--- config.mk ---
export PLATFORM = sky130hd
export DESIGN_NAME = mod_vga_timing
export DESIGN_NICKNAME = d
export VERILOG_FILES = /design/src/rtl/vga_timing_pkg.sv /design/src/rtl/mod_vga_axis_counter.sv /design/src/rtl/mod_vga_timing.sv
export SDC_FILE = /design/constraint.sdc
export NUM_CORES = 1
export LEC_CHECK = 0
export ABC_AREA = 0
export ABC_CLOCK_PERIOD_IN_PS = 5400
export BUFFER_PORTS_ARGS = -buffer_cell sky130_fd_sc_hd__buf_2
export CELL_PAD_IN_SITES_DETAIL_PLACEMENT = 0
export CELL_PAD_IN_SITES_GLOBAL_PLACEMENT = 1
export CORE_MARGIN = 2
export CORE_UTILIZATION = 36
export DETAILED_ROUTE_END_ITERATION = 12
export HOLD_SLACK_MARGIN = 0.02
export PLACE_DENSITY_LB_ADDON = 0.1
export SKIP_CTS_REPAIR_TIMING = 1
export SLEW_MARGIN = 20
export SYNTH_ARGS = -nofsm -noshare
export SYNTH_HDL_FRONTEND = slang
export SYNTH_SLANG_ARGS = --single-unit
--- constraint.sdc ---
create_clock -name in_clk_25_175_mhz -period 5.4 [get_ports in_clk_25_175_mhz]
set_input_delay 0.54 -clock in_clk_25_175_mhz [delete_from_list [all_inputs] [get_ports in_clk_25_175_mhz]]
set_output_delay 0.54 -clock in_clk_25_175_mhz [all_outputs]
set_load 0.05 [all_outputs]
--- src/rtl/vga_timing_pkg.sv ---
// vga_timing_pkg: shared VGA timing constants, NES window geometry and the
// registered output payload used by mod_vga_timing.
package vga_timing_pkg;

  // Counter width and the largest total either axis may use.
  localparam int unsigned CNT_W          = 10;
  localparam int unsigned CNT_MAX_TOTAL  = 1 << CNT_W;

  // Default 640x480@60 timing (pixel clock 25.175 MHz).
  localparam int unsigned H_ACTIVE_DEF   = 640;
  localparam int unsigned H_FRONT_DEF    = 16;
  localparam int unsigned H_SYNC_DEF     = 96;
  localparam int unsigned H_BACK_DEF     = 48;
  localparam int unsigned V_ACTIVE_DEF   = 480;
  localparam int unsigned V_FRONT_DEF    = 10;
  localparam int unsigned V_SYNC_DEF     = 2;
  localparam int unsigned V_BACK_DEF     = 33;
  localparam int unsigned H_TOTAL_DEF    = H_ACTIVE_DEF + H_FRONT_DEF + H_SYNC_DEF + H_BACK_DEF;
  localparam int unsigned V_TOTAL_DEF    = V_ACTIVE_DEF + V_FRONT_DEF + V_SYNC_DEF + V_BACK_DEF;

  // NES 256x240 picture scaled 2x and centred horizontally in 640 pixels.
  localparam int unsigned NES_W          = 8;
  localparam int unsigned NES_SHIFT      = 1;
  localparam int unsigned NES_X_START    = 64;
  localparam int unsigned NES_X_END      = NES_X_START + (256 << NES_SHIFT);

  // Registered timing outputs, all describing the same (h, v).
  typedef struct packed {
    logic             hsync;
    logic             vsync;
    logic             active;
    logic [CNT_W-1:0] x;
    logic [CNT_W-1:0] y;
    logic             line_start;
    logic             frame_start;
  } vga_out_t;

  localparam vga_out_t VGA_OUT_RST = '{
    hsync: 1'b1, vsync: 1'b1, active: 1'b0, x: '0, y: '0,
    line_start: 1'b0, frame_start: 1'b0
  };

  // True when lo <= c < hi.
  function automatic logic in_window(input logic [CNT_W-1:0] c,
                                     input int unsigned lo,
                                     input int unsigned hi);
    return (32'(c) >= lo) && (32'(c) < hi);
  endfunction

endpackage

--- src/rtl/mod_vga_axis_counter.sv ---
// mod_vga_axis_counter: one timing axis -- wrapping counter plus decode of
// the active region and the sync window for the current count.
module mod_vga_axis_counter
  import vga_timing_pkg::*;
#(
  parameter int unsigned TOTAL      = H_TOTAL_DEF,
  parameter int unsigned ACTIVE     = H_ACTIVE_DEF,
  parameter int unsigned SYNC_START = H_ACTIVE_DEF + H_FRONT_DEF,
  parameter int unsigned SYNC_END   = H_ACTIVE_DEF + H_FRONT_DEF + H_SYNC_DEF
)(
  input  logic             clk_i,
  input  logic             rst_i,
  input  logic             inc_i,
  output logic [CNT_W-1:0] count_o,
  output logic             wrap_c,
  output logic             first_c,
  output logic             active_c,
  output logic             sync_c
);

  logic [CNT_W-1:0] count_q, count_d;

  assign wrap_c   = inc_i && (count_q == CNT_W'(TOTAL - 1));
  assign first_c  = (count_q == '0);
  assign active_c = (32'(count_q) < ACTIVE);
  assign sync_c   = in_window(count_q, SYNC_START, SYNC_END);
  assign count_o  = count_q;

  // Next count: advance on inc, wrapping TOTAL-1 back to zero.
  always_comb begin
    count_d = count_q;
    if (inc_i) begin
      count_d = wrap_c ? '0 : count_q + CNT_W'(1);
    end
  end

  // Count register.
  always_ff @(posedge clk_i or posedge rst_i) begin
    if (rst_i) begin
      count_q <= '0;
    end else begin
      count_q <= count_d;
    end
  end

endmodule

--- src/rtl/mod_vga_timing.sv ---
// mod_vga_timing: VGA sync/position generator. Outputs are registered one
// cycle after the counter state and always describe a single (h, v).
// Optional macro VGA_TIMING_NES_WINDOW_EN adds the 2x-scaled 256x240 window.
module mod_vga_timing
  import vga_timing_pkg::*;
#(
  parameter int unsigned H_ACTIVE = H_ACTIVE_DEF,
  parameter int unsigned H_FRONT  = H_FRONT_DEF,
  parameter int unsigned H_SYNC   = H_SYNC_DEF,
  parameter int unsigned H_BACK   = H_BACK_DEF,
  parameter int unsigned V_ACTIVE = V_ACTIVE_DEF,
  parameter int unsigned V_FRONT  = V_FRONT_DEF,
  parameter int unsigned V_SYNC   = V_SYNC_DEF,
  parameter int unsigned V_BACK   = V_BACK_DEF
)(
  input  logic             in_clk_25_175_mhz,
  input  logic             in_reset,
  input  logic             in_enable,
  output logic             out_hsync,
  output logic             out_vsync,
  output logic             out_active,
  output logic [CNT_W-1:0] out_x,
  output logic [CNT_W-1:0] out_y,
  output logic             out_line_start,
  output logic             out_frame_start,
  output logic             out_nes_window,
  output logic [NES_W-1:0] out_nes_x,
  output logic [NES_W-1:0] out_nes_y
);

  localparam int unsigned H_TOTAL = H_ACTIVE + H_FRONT + H_SYNC + H_BACK;
  localparam int unsigned V_TOTAL = V_ACTIVE + V_FRONT + V_SYNC + V_BACK;

  // Timing that does not fit the 10-bit counters is rejected at elaboration.
  if (H_TOTAL > CNT_MAX_TOTAL || V_TOTAL > CNT_MAX_TOTAL) begin : g_total_check
    $error("mod_vga_timing: H_TOTAL/V_TOTAL exceed the 10-bit counter range");
  end

  logic [CNT_W-1:0] h_cnt, v_cnt;
  logic             h_wrap_c, h_first_c, h_active_c, h_sync_c;
  logic             v_wrap_unused, v_first_c, v_active_c, v_sync_c;
  vga_out_t         out_q, out_d;

  mod_vga_axis_counter #(
    .TOTAL      (H_TOTAL),
    .ACTIVE     (H_ACTIVE),
    .SYNC_START (H_ACTIVE + H_FRONT),
    .SYNC_END   (H_ACTIVE + H_FRONT + H_SYNC)
  ) u_h_axis (
    .clk_i    (in_clk_25_175_mhz),
    .rst_i    (in_reset),
    .inc_i    (in_enable),
    .count_o  (h_cnt),
    .wrap_c   (h_wrap_c),
    .first_c  (h_first_c),
    .active_c (h_active_c),
    .sync_c   (h_sync_c)
  );

  // The vertical axis steps once per completed line.
  mod_vga_axis_counter #(
    .TOTAL      (V_TOTAL),
    .ACTIVE     (V_ACTIVE),
    .SYNC_START (V_ACTIVE + V_FRONT),
    .SYNC_END   (V_ACTIVE + V_FRONT + V_SYNC)
  ) u_v_axis (
    .clk_i    (in_clk_25_175_mhz),
    .rst_i    (in_reset),
    .inc_i    (h_wrap_c),
    .count_o  (v_cnt),
    .wrap_c   (v_wrap_unused),
    .first_c  (v_first_c),
    .active_c (v_active_c),
    .sync_c   (v_sync_c)
  );

  // Output decode: load on enable, otherwise hold with pulses forced low.
  always_comb begin
    out_d             = out_q;
    out_d.line_start  = 1'b0;
    out_d.frame_start = 1'b0;
    if (in_enable) begin
      out_d.hsync       = ~h_sync_c;
      out_d.vsync       = ~v_sync_c;
      out_d.active      = h_active_c & v_active_c;
      out_d.x           = h_cnt;
      out_d.y           = v_cnt;
      out_d.line_start  = h_first_c;
      out_d.frame_start = h_first_c & v_first_c;
    end
  end

  // Output register.
  always_ff @(posedge in_clk_25_175_mhz or posedge in_reset) begin
    if (in_reset) begin
      out_q <= VGA_OUT_RST;
    end else begin
      out_q <= out_d;
    end
  end

  assign out_hsync       = out_q.hsync;
  assign out_vsync       = out_q.vsync;
  assign out_active      = out_q.active;
  assign out_x           = out_q.x;
  assign out_y           = out_q.y;
  assign out_line_start  = out_q.line_start;
  assign out_frame_start = out_q.frame_start;

`ifdef VGA_TIMING_NES_WINDOW_EN
  logic             nes_win_c;
  logic [CNT_W-1:0] nes_dx_c;
  logic [NES_W-1:0] nes_x_c, nes_y_c;
  logic             nes_win_q;
  logic [NES_W-1:0] nes_x_q, nes_y_q;

  assign nes_win_c = h_active_c & v_active_c & in_window(h_cnt, NES_X_START, NES_X_END);
  assign nes_dx_c  = h_cnt - CNT_W'(NES_X_START);
  assign nes_x_c   = nes_win_c ? NES_W'(nes_dx_c >> NES_SHIFT) : '0;
  assign nes_y_c   = nes_win_c ? NES_W'(v_cnt >> NES_SHIFT) : '0;

  // NES window registers, aligned with the main outputs.
  always_ff @(posedge in_clk_25_175_mhz or posedge in_reset) begin
    if (in_reset) begin
      nes_win_q <= 1'b0;
      nes_x_q   <= '0;
      nes_y_q   <= '0;
    end else if (in_enable) begin
      nes_win_q <= nes_win_c;
      nes_x_q   <= nes_x_c;
      nes_y_q   <= nes_y_c;
    end
  end

  assign out_nes_window = nes_win_q;
  assign out_nes_x      = nes_x_q;
  assign out_nes_y      = nes_y_q;
`else
  assign out_nes_window = 1'b0;
  assign out_nes_x      = '0;
  assign out_nes_y      = '0;
`endif

endmodule
Word level (Yosys, flattened, before mapping)
Index checks and enable logic that the tools add are counted.
{"block": "op_classes", "addsub": 2, "order_cmp": 6, "n_eq_ne": 2, "muxes": 3, "bitwise": 4, "n_reduce_logical": 6}
{"cell": "$add A10 B1 Y10 const B", "n": 2}
{"cell": "$eq A10 B10 Y1 const B", "n": 2}
{"cell": "$logic_not A10 Y1", "n": 2}
{"cell": "$lt A10 B10 Y1 const B", "n": 2}
{"cell": "$lt A10 B9 Y1 const B", "n": 2}
{"cell": "$mux W10", "n": 2}
{"cell": "$ge A10 B10 Y1 const B", "n": 1}
{"cell": "$ge A10 B9 Y1 const B", "n": 1}
{"cell": "$logic_and A1 B1 Y1", "n": 4}
{"cell": "$and A1 B1 Y1", "n": 2}
{"cell": "$mux W2", "n": 1}
{"cell": "$not A1 Y1", "n": 2}
{"block": "totals", "regBits": 45, "in_bits": 3, "output_inout_bits": 42, "wordCells": 32}

Longest topological paths before layout
Gate-level depths: netlist (run 1).
{"block": "depth", "depth_word": 4, "mapped_depth": 6, "depth_no_buf": 6}

Hierarchy
From an unflattened synthesis (run 1), not the netlist that was laid out.
{"block": "unflattened", "cells_unflattened": 197, "area_unflattened_um2": 2307.2}
{"module": "mod_vga_timing", "instances": 1, "cells_each": 76, "area_each_um2": 1137.3, "seq_area_each_um2": 628.1}
{"module": "mod_vga_axis_counter (u_h_axis)", "instances": 1, "cells_each": 61, "area_each_um2": 590.6, "seq_area_each_um2": 250.2}
{"module": "mod_vga_axis_counter (u_v_axis)", "instances": 1, "cells_each": 60, "area_each_um2": 579.3, "seq_area_each_um2": 250.2}

Least setup slack after synthesis (run 1)
No wires, ideal clock.
{"block": "synth_path", "kind": "register to register", "start": "register u_h_axis.count_q[0], in the netlist u_h_axis.count_o[0]", "end": "register u_h_axis.count_q[9], in the netlist u_h_axis.count_o[9]", "setup_ps": 131, "t_arrival_ps": 1755, "required_time_ps": 5269, "path_slack_ps": 3514, "path_stages_with_launch": 6, "path_buffers": 0, "synth_period_minus_slack_ps": 1886, "cell_sequence": "dfrtp_1 > ha_1 > nand4_4 > or4_1 > o211a_1 > or3_1"}
{"block": "synth_between", "elab_chain_len": 3, "elab_cells_between_ends": 4, "classes_between": "1 x add/sub; 1 x eq/ne; 1 x mux; 1 x reduce/logical"}
{"item": "from (decl)", "line": "mod_vga_axis_counter.sv:21", "rtl": "logic [CNT_W-1:0] count_q, count_d;"}
{"item": "from (signal assigned)", "line": "mod_vga_axis_counter.sv:42", "rtl": "count_q <= count_d;"}
{"item": "parallel branches: the longest is 2 deep, another holds $add A10 B1 Y10"}
{"item": "$mux W10 (*)", "line": "mod_vga_axis_counter.sv:33", "rtl": "count_d = wrap_c ? '0 : count_q + CNT_W'(1);"}
Mark *: on every way between the ends.
A chain may end at the register's enable or synchronous reset.

Worst setup path after layout (run 1)
{"block": "layout_path", "start": "input in_enable", "end": "register u_h_axis.count_q[9], in the netlist u_h_axis.count_o[9]"}
{"block": "layout_between", "elab_chain_len": 2}
{"item": "from (decl)", "line": "mod_vga_timing.sv:18", "rtl": "input logic in_enable,"}
{"item": "$logic_and A1 B1 Y1", "line": "mod_vga_axis_counter.sv:23", "rtl": "assign wrap_c = inc_i && (count_q == CNT_W'(TOTAL - 1));"}
{"item": "$mux W10", "line": "mod_vga_axis_counter.sv:33"}
Parallel ways exist; a longest one is shown, timed or not.

==> results of run 1 <==
==> power by group <==
group	switching (mW)	internal (mW)	total [mW]
logic	0.173	0.0737	0.246
clock network	0.110	0.0898	0.200
registers	0.0629	0.384	0.447
total	0.345	0.547	0.893
==> cell usage after synthesis (all sizes together), types with 2 or more instances <==
cell type and count:
a21oi 2, a31oi 3, a41oi 2, and3 7
buf 21, clkbuf 6, dfrtp 43, dfstp 2
ha 4, inv 7, mux2 22, nand2 7
nand3 9, nand4 6, nor2 12, nor2b 3
nor3 2, nor4 3, nor4b 2, o21ai 5
xnor2 5, xor2 5
==> worst paths after layout <==
path | to | slack, ns | start | depth (start not counted)
worst max register to register | u_h_axis.count_o[9] | 3.34 | u_h_axis.count_o[0] | 5
min in group in_clk_25_175_mhz | out_vsync | 0.49 | out_vsync | 2
worst min register to register | out_vsync | 0.49 | out_vsync | 2
worst max-delay path | u_h_axis.count_o[9] | 3.18 | in_enable | 5
max in group asynchronous | u_h_axis.count_o[5] | 4.65 | in_reset | 3
worst min-delay path | out_active | 0.37 | in_reset | 3
==> state kept, by name, summed over array words and instances (netlist names) <==
| name | cells |
|---|---|
| out_line_start | 1 |
| u_v_axis.count_o | 10 |
| out_active | 1 |
| out_y | 10 |
| u_h_axis.count_o | 10 |
| out_hsync | 1 |
| out_frame_start | 1 |
| out_x | 10 |
| out_vsync | 1 |
==> per-stage QoR <==
step	setup slack (ns)	hold slack (ns)	std cells	area, µm²	total power [mW]
6_report	3.183	0.3726	294	2391	0.8929
4_1_cts	3.170	0.3920	294	2391	0.9072
3_3_place_gp	2.889	0.4867	286	2308	0.6980
2_1_floorplan	3.514	0.4745	209	2233	0.6599
3_5_place_dp	2.848	0.4893	286	2308	0.7047
5_1_grt	3.033	0.4133	294	2391	0.9529
==> area by class of cell <==
type	instances	area share
timing repair buffer	29	0.06279
inverter	7	0.01099
tap	75	0.03925
clock inverter	2	0.004186
multi-input combinational	130	0.3804
sequential	45	0.4720
clock buffer	6	0.03035
==> critical path: cells and delay by family <==
family | cells | cell delay, ns
AND/OR/NAND/NOR | 3 | 1.16
buffers and inverters | 1 | 0.53
AO/OA/AOI/OAI | 1 | 0.15
==> cell families after synthesis <==
logic type      Yosys count  synth area share
compound gates           18           0.05527
xor+xnor                 10           0.04030
fa+ha+maj                 4           0.02303
buf+inv                  34           0.08981
flops                    45            0.5193
mux                      22            0.1140
other cells               1          0.001725
simple gates             59            0.1566
==> layer usage <==
layer,global-route usage,share of wire
met1,0.1828,0.46
met2,0.2246,0.47
met3,0.03297,0.047
met4,0.05667,0.019
met5,0,0
==> impl_metrics.toml, run 1 <==
[outcome]
status = "completed"

[grt]
grt_usage = 0.1400
grt_pass1_wl_mm = 7.065
grt_start_max_net_pins = 46
antenna_found_initial = 0
grt-ovfl-total = 0
grt_pass1_vias = 1457

[route]
viasPerCell = 5.003
via_count = 1471
drtIter0Drc = 90
wire_per_inst_um = 14.20
drt-total-wl_mm = 4.176
firstDrtPassIters = 4
ant_nets = 0
drc = 0

[critical_path]
end_kind = "flop"
path_cells = "buf_2 > nand4_4 > or4_1 > o211a_1 > or3_1"
cp.arrival_ns = 2.40
slowest_delay_ns = 0.58
path_class = "input pin to flop"
cp_slowest_cell = "or4_1"
cp-start-kind = "input pin"
required_ns = 5.58
crit_fanout = 32

[sta]
finalHoldViolations = 0
clock_skew_ns = 0.007393
slew_headroom = 0.5382
fin_crit_ns = 2.217
rsz0062_at_grt = "false"
drv_slew = 0
finalSetupTns_ns = 0
fin_crit_sh = 0.4106
finalSetupViolCount = 0
fmax_mhz = 451.0
tightest_slew_ns = 0.6863

[cts]
clk_pin_slew_ns = 0.08
cts_made_buffers = 5
h-tree-depth = 2
clkLatencyLatePin_ns = 0.29
clockBufferDepth = 2
cts-root-buf = "clkbuf_8"
clkSinkCount = 45
cts_tree = "built"

[floorplan]
die_y_um = 81.70
die_area_um2 = 6675
row_count = 28
ios = 45
start_util = 0.3693
die_w_um = 81.70
coreArea_um2 = 5886

[cells_and_area]
multi_input_area_um2 = 909.6
nFillCells = 591
layout_common_cells = "dfrtp_1 (43), buf_2 (27), mux2_2 (22), conb_1 (17), nor2_1 (12)"
area_delta_synth_final_pct = 10.02
seqCellArea_um2 = 1129
nets = 225
final_core_util = 0.4063
mostFrequentLayoutCell = "dfrtp_1"
layout-drive-gt1-share = 0.2877
n_antenna_cell = 0

[synthesis]
avgSynthCellArea_um2 = 11.26
syn_area_um2 = 2173
synth-edff-count = 0
async_reset_ff_frac = 1.000
ys_seq_area_frac = 0.5193
ys_seq_elements = 45
ys.flop_type = "dfrtp_1"
netlist.area_leader.share = 0.4951
syn-instance-count = 193
yosysWarnings = 0
yosysTopAreaCell = "dfrtp_1"
ys_types = 40
synth.top_cells.by_area = "dfrtp_1 (50%), mux2_2 (11%), buf_4 (5.9%)"

[placement]
post-dp-hpwl_mm = 2.935
io_buffers = 27
gp_congestion = 0.7359

[run]
cap_violations = 0

[power]
ir_drop_mv = 0.2151
powerDensity_nw_per_um2 = 373.4
p_leak_nw = 1.179

[worst_hold_path]
hold_path_class = "input pin to asynchronous set/reset pin"
Note: power is estimated with default switching activity, not from simulation.
==> run 2, diff against run 1 <==
--- a/config.mk
+++ b/config.mk
@@ -6,7 +6,7 @@
 export NUM_CORES = 1
 export LEC_CHECK = 0
 export ABC_AREA = 0
-export ABC_CLOCK_PERIOD_IN_PS = 5400
+export ABC_CLOCK_PERIOD_IN_PS = 2000
 export BUFFER_PORTS_ARGS = -buffer_cell sky130_fd_sc_hd__buf_2
 export CELL_PAD_IN_SITES_DETAIL_PLACEMENT = 0
 export CELL_PAD_IN_SITES_GLOBAL_PLACEMENT = 1
==> constraint.sdc (replaced) <==
create_clock -name in_clk_25_175_mhz -period 2 [get_ports in_clk_25_175_mhz]
set_input_delay 0.2 -clock in_clk_25_175_mhz [delete_from_list [all_inputs] [get_ports in_clk_25_175_mhz]]
set_output_delay 0.2 -clock in_clk_25_175_mhz [all_outputs]
set_load 0.05 [all_outputs]
==> run 2 against run 1 <==
Effect of this change:
- clock power rose to 2.9 times the previous value
- utilization rose by 1.9 points
- power rose to 2.8 times the previous value
- global-route usage rose by 0.090 points
- non-clock buffer count rose by 11
- wire length rose by 1.4%
- sequential power rose to 2.6 times the previous value
- critical path type is now flop to flop
==> impl_metrics.toml, run 2 (same netlist as run 1, synthesis figures left out) <==
[grt]
grt_util_met3 = 0.02637
grt_pass1_vias = 1453
grt_use_met1 = 0.1927
grt_usage = 0.1409
grt_pass1_wl_mm = 7.189
grt_start_max_net_pins = 28
top_usage_layer = "met2"
antenna_found_initial = 0
grtUsageMet2 = 0.2221
grt-ovfl-total = 0

[critical_path]
cp.arrival_ns = 2.09
path_class = "flop to flop"
cpLargestDelayFamily = "simple AND/OR/NAND/NOR gates"
end_kind = "flop"
required_ns = 2.17
cp_slowest_cell = "or4_1"
cp-start-kind = "flop"
path_cells = "ha_1 > nand4_4 > or4_1 > o211a_1 > or3_1"
worst-path-buf-inv = 0
crit_fanout = 4
slowest_delay_ns = 0.54

[power]
netSwitchingPower_uw = 944.5
powerDensity_nw_per_um2 = 1009
p_leak_nw = 1.239
switching_share = 0.3741
p_int_mw = 1.580
power_mw = 2.525
ir_drop_mv = 0.8985
clkPwrFrac = 0.227
p_comb_frac = 0.321
pwr-share-seq = 0.452

[sta]
tightest_slew_ns = 0.7930
drv_slew = 0
fmax_mhz = 522.3
finalHoldViolations = 0
finalSetupTns_ns = 0
fin_crit_ns = 1.915
rsz0062_at_grt = "false"
fin_crit_sh = 0.9573
clock_skew_ns = 0.008232
slew_headroom = 0.4681
finalSetupViolCount = 0

[floorplan]
die_area_um2 = 6675
coreArea_um2 = 5886
die_y_um = 81.70
die_w_um = 81.70
row_count = 28
start_util = 0.3693
ios = 45

[cts]
cts-root-buf = "clkbuf_8"
clkLatencyLatePin_ns = 0.29
cts_tree = "built"
clk_pin_slew_ns = 0.08
cts_made_buffers = 5
clkSinkCount = 45
h-tree-depth = 2
clockBufferDepth = 2

[route]
via_count = 1495
ant_nets = 0
drtIter0Drc = 73
drt-total-wl_mm = 4.236
viasPerCell = 4.902
wire_per_inst_um = 13.89
firstDrtPassIters = 4
drc = 0

[cells_and_area]
final_cell_area_um2 = 2502
area_delta_synth_final_pct = 15.14
layout-drive-gt1-share = 0.3174
layout_common_cells = "dfrtp_1 (43), buf_2 (27), mux2_2 (22), conb_1 (17), nor2_1 (12)"
n_antenna_cell = 0
mostFrequentLayoutCell = "dfrtp_1"
nets = 236

[placement]
post_dp_cell_area_um2 = 2396
io_buffers = 27
gp_congestion = 0.7640
post-dp-hpwl_mm = 3.129

[worst_hold_path]
hold_path_class = "input pin to flop"

[outcome]
status = "completed"

[run]
cap_violations = 0
run 2: changes by cell type in the layout (fill, tap and decap cells not counted):
cell / delta
dlygate4sd3_1: +1
clkbuf_8: +1
clkinv_2: -2
nor4b_1: -1
nor4b_2: +1
clkbuf_1: +1
buf_12: +1
buf_4: +9
run 2: power by group through the flow:
stage	Clock [mW]	Sequential [mW]	Combinational [mW]
finish	0.572	1.14	0.811
global route	0.634	1.16	0.884
CTS	0.586	1.14	0.816
detailed placement	0	1.16	0.812
global placement	0	1.15	0.802
floorplan	0	1.36	0.425
run 2: metrics by stage:
step | utilization | hold WS [ns] | worst slack (ns) | std cells
CTS | 0.4224 | -0.02148 | 0.06849 | 304
detailed placement | 0.4071 | 0.2948 | 0.08303 | 296
finish | 0.4252 | 0.2801 | 0.08546 | 305
global placement | 0.4071 | 0.2872 | 0.1331 | 296
floorplan | - | 0.3723 | 0.1142 | 209
global route | 0.4252 | 0.2850 | 0.02716 | 305
run 2: worst paths after layout:
path / from / slack, ns / endpoint / cells past startpoint
worst max-delay path: u_h_axis.count_o[1] / 0.09 / u_h_axis.count_o[9] / 5
worst min-delay path: in_enable / 0.28 / u_h_axis.count_o[0] / 2
worst max register to register: u_h_axis.count_o[1] / 0.09 / u_h_axis.count_o[9] / 5
worst min register to register: out_x[4] / 0.50 / out_x[4] / 1
max in group asynchronous: in_reset / 0.90 / out_vsync / 4
min in group asynchronous: in_reset / 0.50 / out_x[9] / 3
run 2: metal layers:
metal | up-vias | wire length [µm]
li1 | 711 | -
met1 | 747 | 1955
met2 | 30 | 2041
met3 | 7 | 175
met4 | 0 | 64
met5 | - | 0
run 2: worst reg2reg max path, stage by stage (launching register included):
cell	delay, ns
dfrtp_1	0.39
ha_1	0.25
nand4_4	0.11
or4_1	0.54
o211a_1	0.16
or3_1	0.36
run 2: cell type report:
class,instances,area [µm²]
Multi-Input combinational cell,130,915.9
Clock buffer,8,90.09
Timing Repair Buffer,40,247.7
Fill cell,600,3383
Tap cell,75,93.84
Sequential cell,45,1129
Inverter,7,26.28
==> run 3, diff against run 2 <==
--- a/config.mk
+++ b/config.mk
@@ -5,8 +5,7 @@
 export SDC_FILE = /design/constraint.sdc
 export NUM_CORES = 1
 export LEC_CHECK = 0
-export ABC_AREA = 0
-export ABC_CLOCK_PERIOD_IN_PS = 2000
+export ABC_CLOCK_PERIOD_IN_PS = 2470
 export BUFFER_PORTS_ARGS = -buffer_cell sky130_fd_sc_hd__buf_2
 export CELL_PAD_IN_SITES_DETAIL_PLACEMENT = 0
 export CELL_PAD_IN_SITES_GLOBAL_PLACEMENT = 1
==> constraint.sdc (replaced) <==
create_clock -name in_clk_25_175_mhz -period 2.47 [get_ports in_clk_25_175_mhz]
set_input_delay 0.247 -clock in_clk_25_175_mhz [delete_from_list [all_inputs] [get_ports in_clk_25_175_mhz]]
set_output_delay 0.247 -clock in_clk_25_175_mhz [all_outputs]
set_load 0.05 [all_outputs]
==> run 3 against run 2 <==
Effect of this change:
- sequential share of layout area up 0.97 points
- final cell count shrank 2.6%
- sequential power fell by 14%
- wire length increased by 0.99%
- global-route usage down 0.25 points
- clock-buffer cell count decreased by 1
- non-clock buffer count down 8
- via count down 1.7%
- die area unchanged
==> impl_metrics.toml, run 3 (same netlist as run 1, synthesis figures left out) <==
[cells_and_area]
mostFrequentLayoutCell = "dfrtp_1"
layout-drive-gt1-share = 0.2928
area_delta_synth_final_pct = 12.72
n_antenna_cell = 0
nets = 228
layout_common_cells = "dfrtp_1 (43), buf_2 (27), mux2_2 (22), conb_1 (17), nor2_1 (12)"
nFillCells = 587
final_cell_area_um2 = 2450

[critical_path]
end_kind = "flop"
cp-start-kind = "flop"
cp.arrival_ns = 2.21
required_ns = 2.65
path_class = "flop to flop"
startpoint = "u_h_axis.count_o[0]"
crit_fanout = 7
r2r_start = "u_h_axis.count_o[0]"

[floorplan]
row_count = 28
coreArea_um2 = 5886
ios = 45
die_w_um = 81.70
die_area_um2 = 6675
die_y_um = 81.70
start_util = 0.3693

[grt]
grt_pass1_vias = 1351
grt_usage = 0.1384
antenna_found_initial = 0
grt_pass1_wl_mm = 6.948
grt_start_max_net_pins = 29
grt-ovfl-total = 0

[sta]
layout_setup_ws_ns = 0.4470
finalSetupTns_ns = 0
finalHoldViolations = 0
slew_headroom = 0.5670
fin_hold_ws_ns = 0.3654
drv_slew = 0
fin_crit_ns = 2.023
clock_skew_ns = 0.004238
finalSetupViolCount = 0
fmax_mhz = 494.3
fin_crit_sh = 0.8190
tightest_slew_ns = 0.6456
rsz0062_at_grt = "false"

[run]
cap_violations = 0

[route]
ant_nets = 0
drtIter0Drc = 53
firstDrtPassIters = 4
wire_per_inst_um = 14.40
via_count = 1469
viasPerCell = 4.946
drt-total-wl_mm = 4.278
drc = 0

[power]
p_leak_nw = 1.207
ir_drop_mv = 0.6314
powerDensity_nw_per_um2 = 855.7

[cts]
cts_tree = "built"
h-tree-depth = 2
clkLatencyLatePin_ns = 0.30
cts_made_buffers = 5
clkSinkCount = 45
cts-root-buf = "clkbuf_8"
clockBufferDepth = 2
clk_pin_slew_ns = 0.08

[placement]
io_buffers = 27
gp_congestion = 0.7640
pre_cts_ws_ns = 0.4553
post-dp-hpwl_mm = 3.043
post_dp_cell_area_um2 = 2323

[outcome]
status = "completed"

[worst_hold_path]
hold_path_class = "input pin to flop"
hold_path.startpoint = "in_enable"
==> run 3: cell count changes in the layout (fill, tap and decap cells not counted), sizes merged <==
cell / before / now
clkbuf: 8 / 7
bufinv: 0 / 1
buf: 39 / 31
==> run 3: final timing paths <==
| check | end | slack (ns) | cells past startpoint |
|---|---|---|---|
| max | u_h_axis.count_o[9] | 0.45 | 5 |
| min | out_hsync | 0.37 | 3 |
| max reg2reg | u_h_axis.count_o[9] | 0.45 | 5 |
| min reg2reg | out_hsync | 0.50 | 2 |
| max in group asynchronous | u_h_axis.count_o[5] | 1.25 | 4 |
| min in group asynchronous | out_y[9] | 0.50 | 3 |
==> run 3: final cells by class <==
class / instances / area (µm²) / area share
Clock buffer: 7 / 86.33 / 0.03524
Clock inverter: 1 / 30.03 / 0.01226
Inverter: 7 / 26.28 / 0.01073
Multi-Input combinational cell: 130 / 909.6 / 0.3713
Sequential cell: 45 / 1129 / 0.4607
Tap cell: 75 / 93.84 / 0.03830
Timing Repair Buffer: 32 / 175.2 / 0.07150
==> run 3: power by group <==
part / internal [mW] / total (mW) / leakage [nW] / switching [mW]
Clock: 0.330 / 0.575 / 0.0585 / 0.245
Combinational: 0.163 / 0.541 / 0.580 / 0.378
Sequential: 0.840 / 0.981 / 0.569 / 0.141
==> run 3: routing by layer <==
| layer | global-route usage | routed length (µm) | vias up |
|---|---|---|---|
| met3 | 0.04066 | 195 | 11 |
| met4 | 0.05333 | 87 | 0 |
| met2 | 0.2082 | 1951 | 33 |
| li1 | - | - | 695 |
| met5 | 0 | 0 | - |
| met1 | 0.1889 | 2044 | 730 |
==> run 3: critical path, stage by stage, from the launching register on <==
cell and delay (ns):
dfrtp_1 0.42, ha_1 0.25, nand4_4 0.17, or4_1 0.56, o211a_1 0.15, or3_1 0.35
==> run 3: metrics by stage <==
| step | instances | util | power [mW] |
|---|---|---|---|
| final | 297 | 0.4162 | 2.096 |
| after floorplan | 209 | - | 1.443 |
| after detailed placement | 288 | 0.3948 | 1.540 |
| after global placement | 288 | 0.3948 | 1.520 |
| after CTS | 296 | 0.4145 | 2.120 |
| after global routing | 297 | 0.4162 | 2.211 |
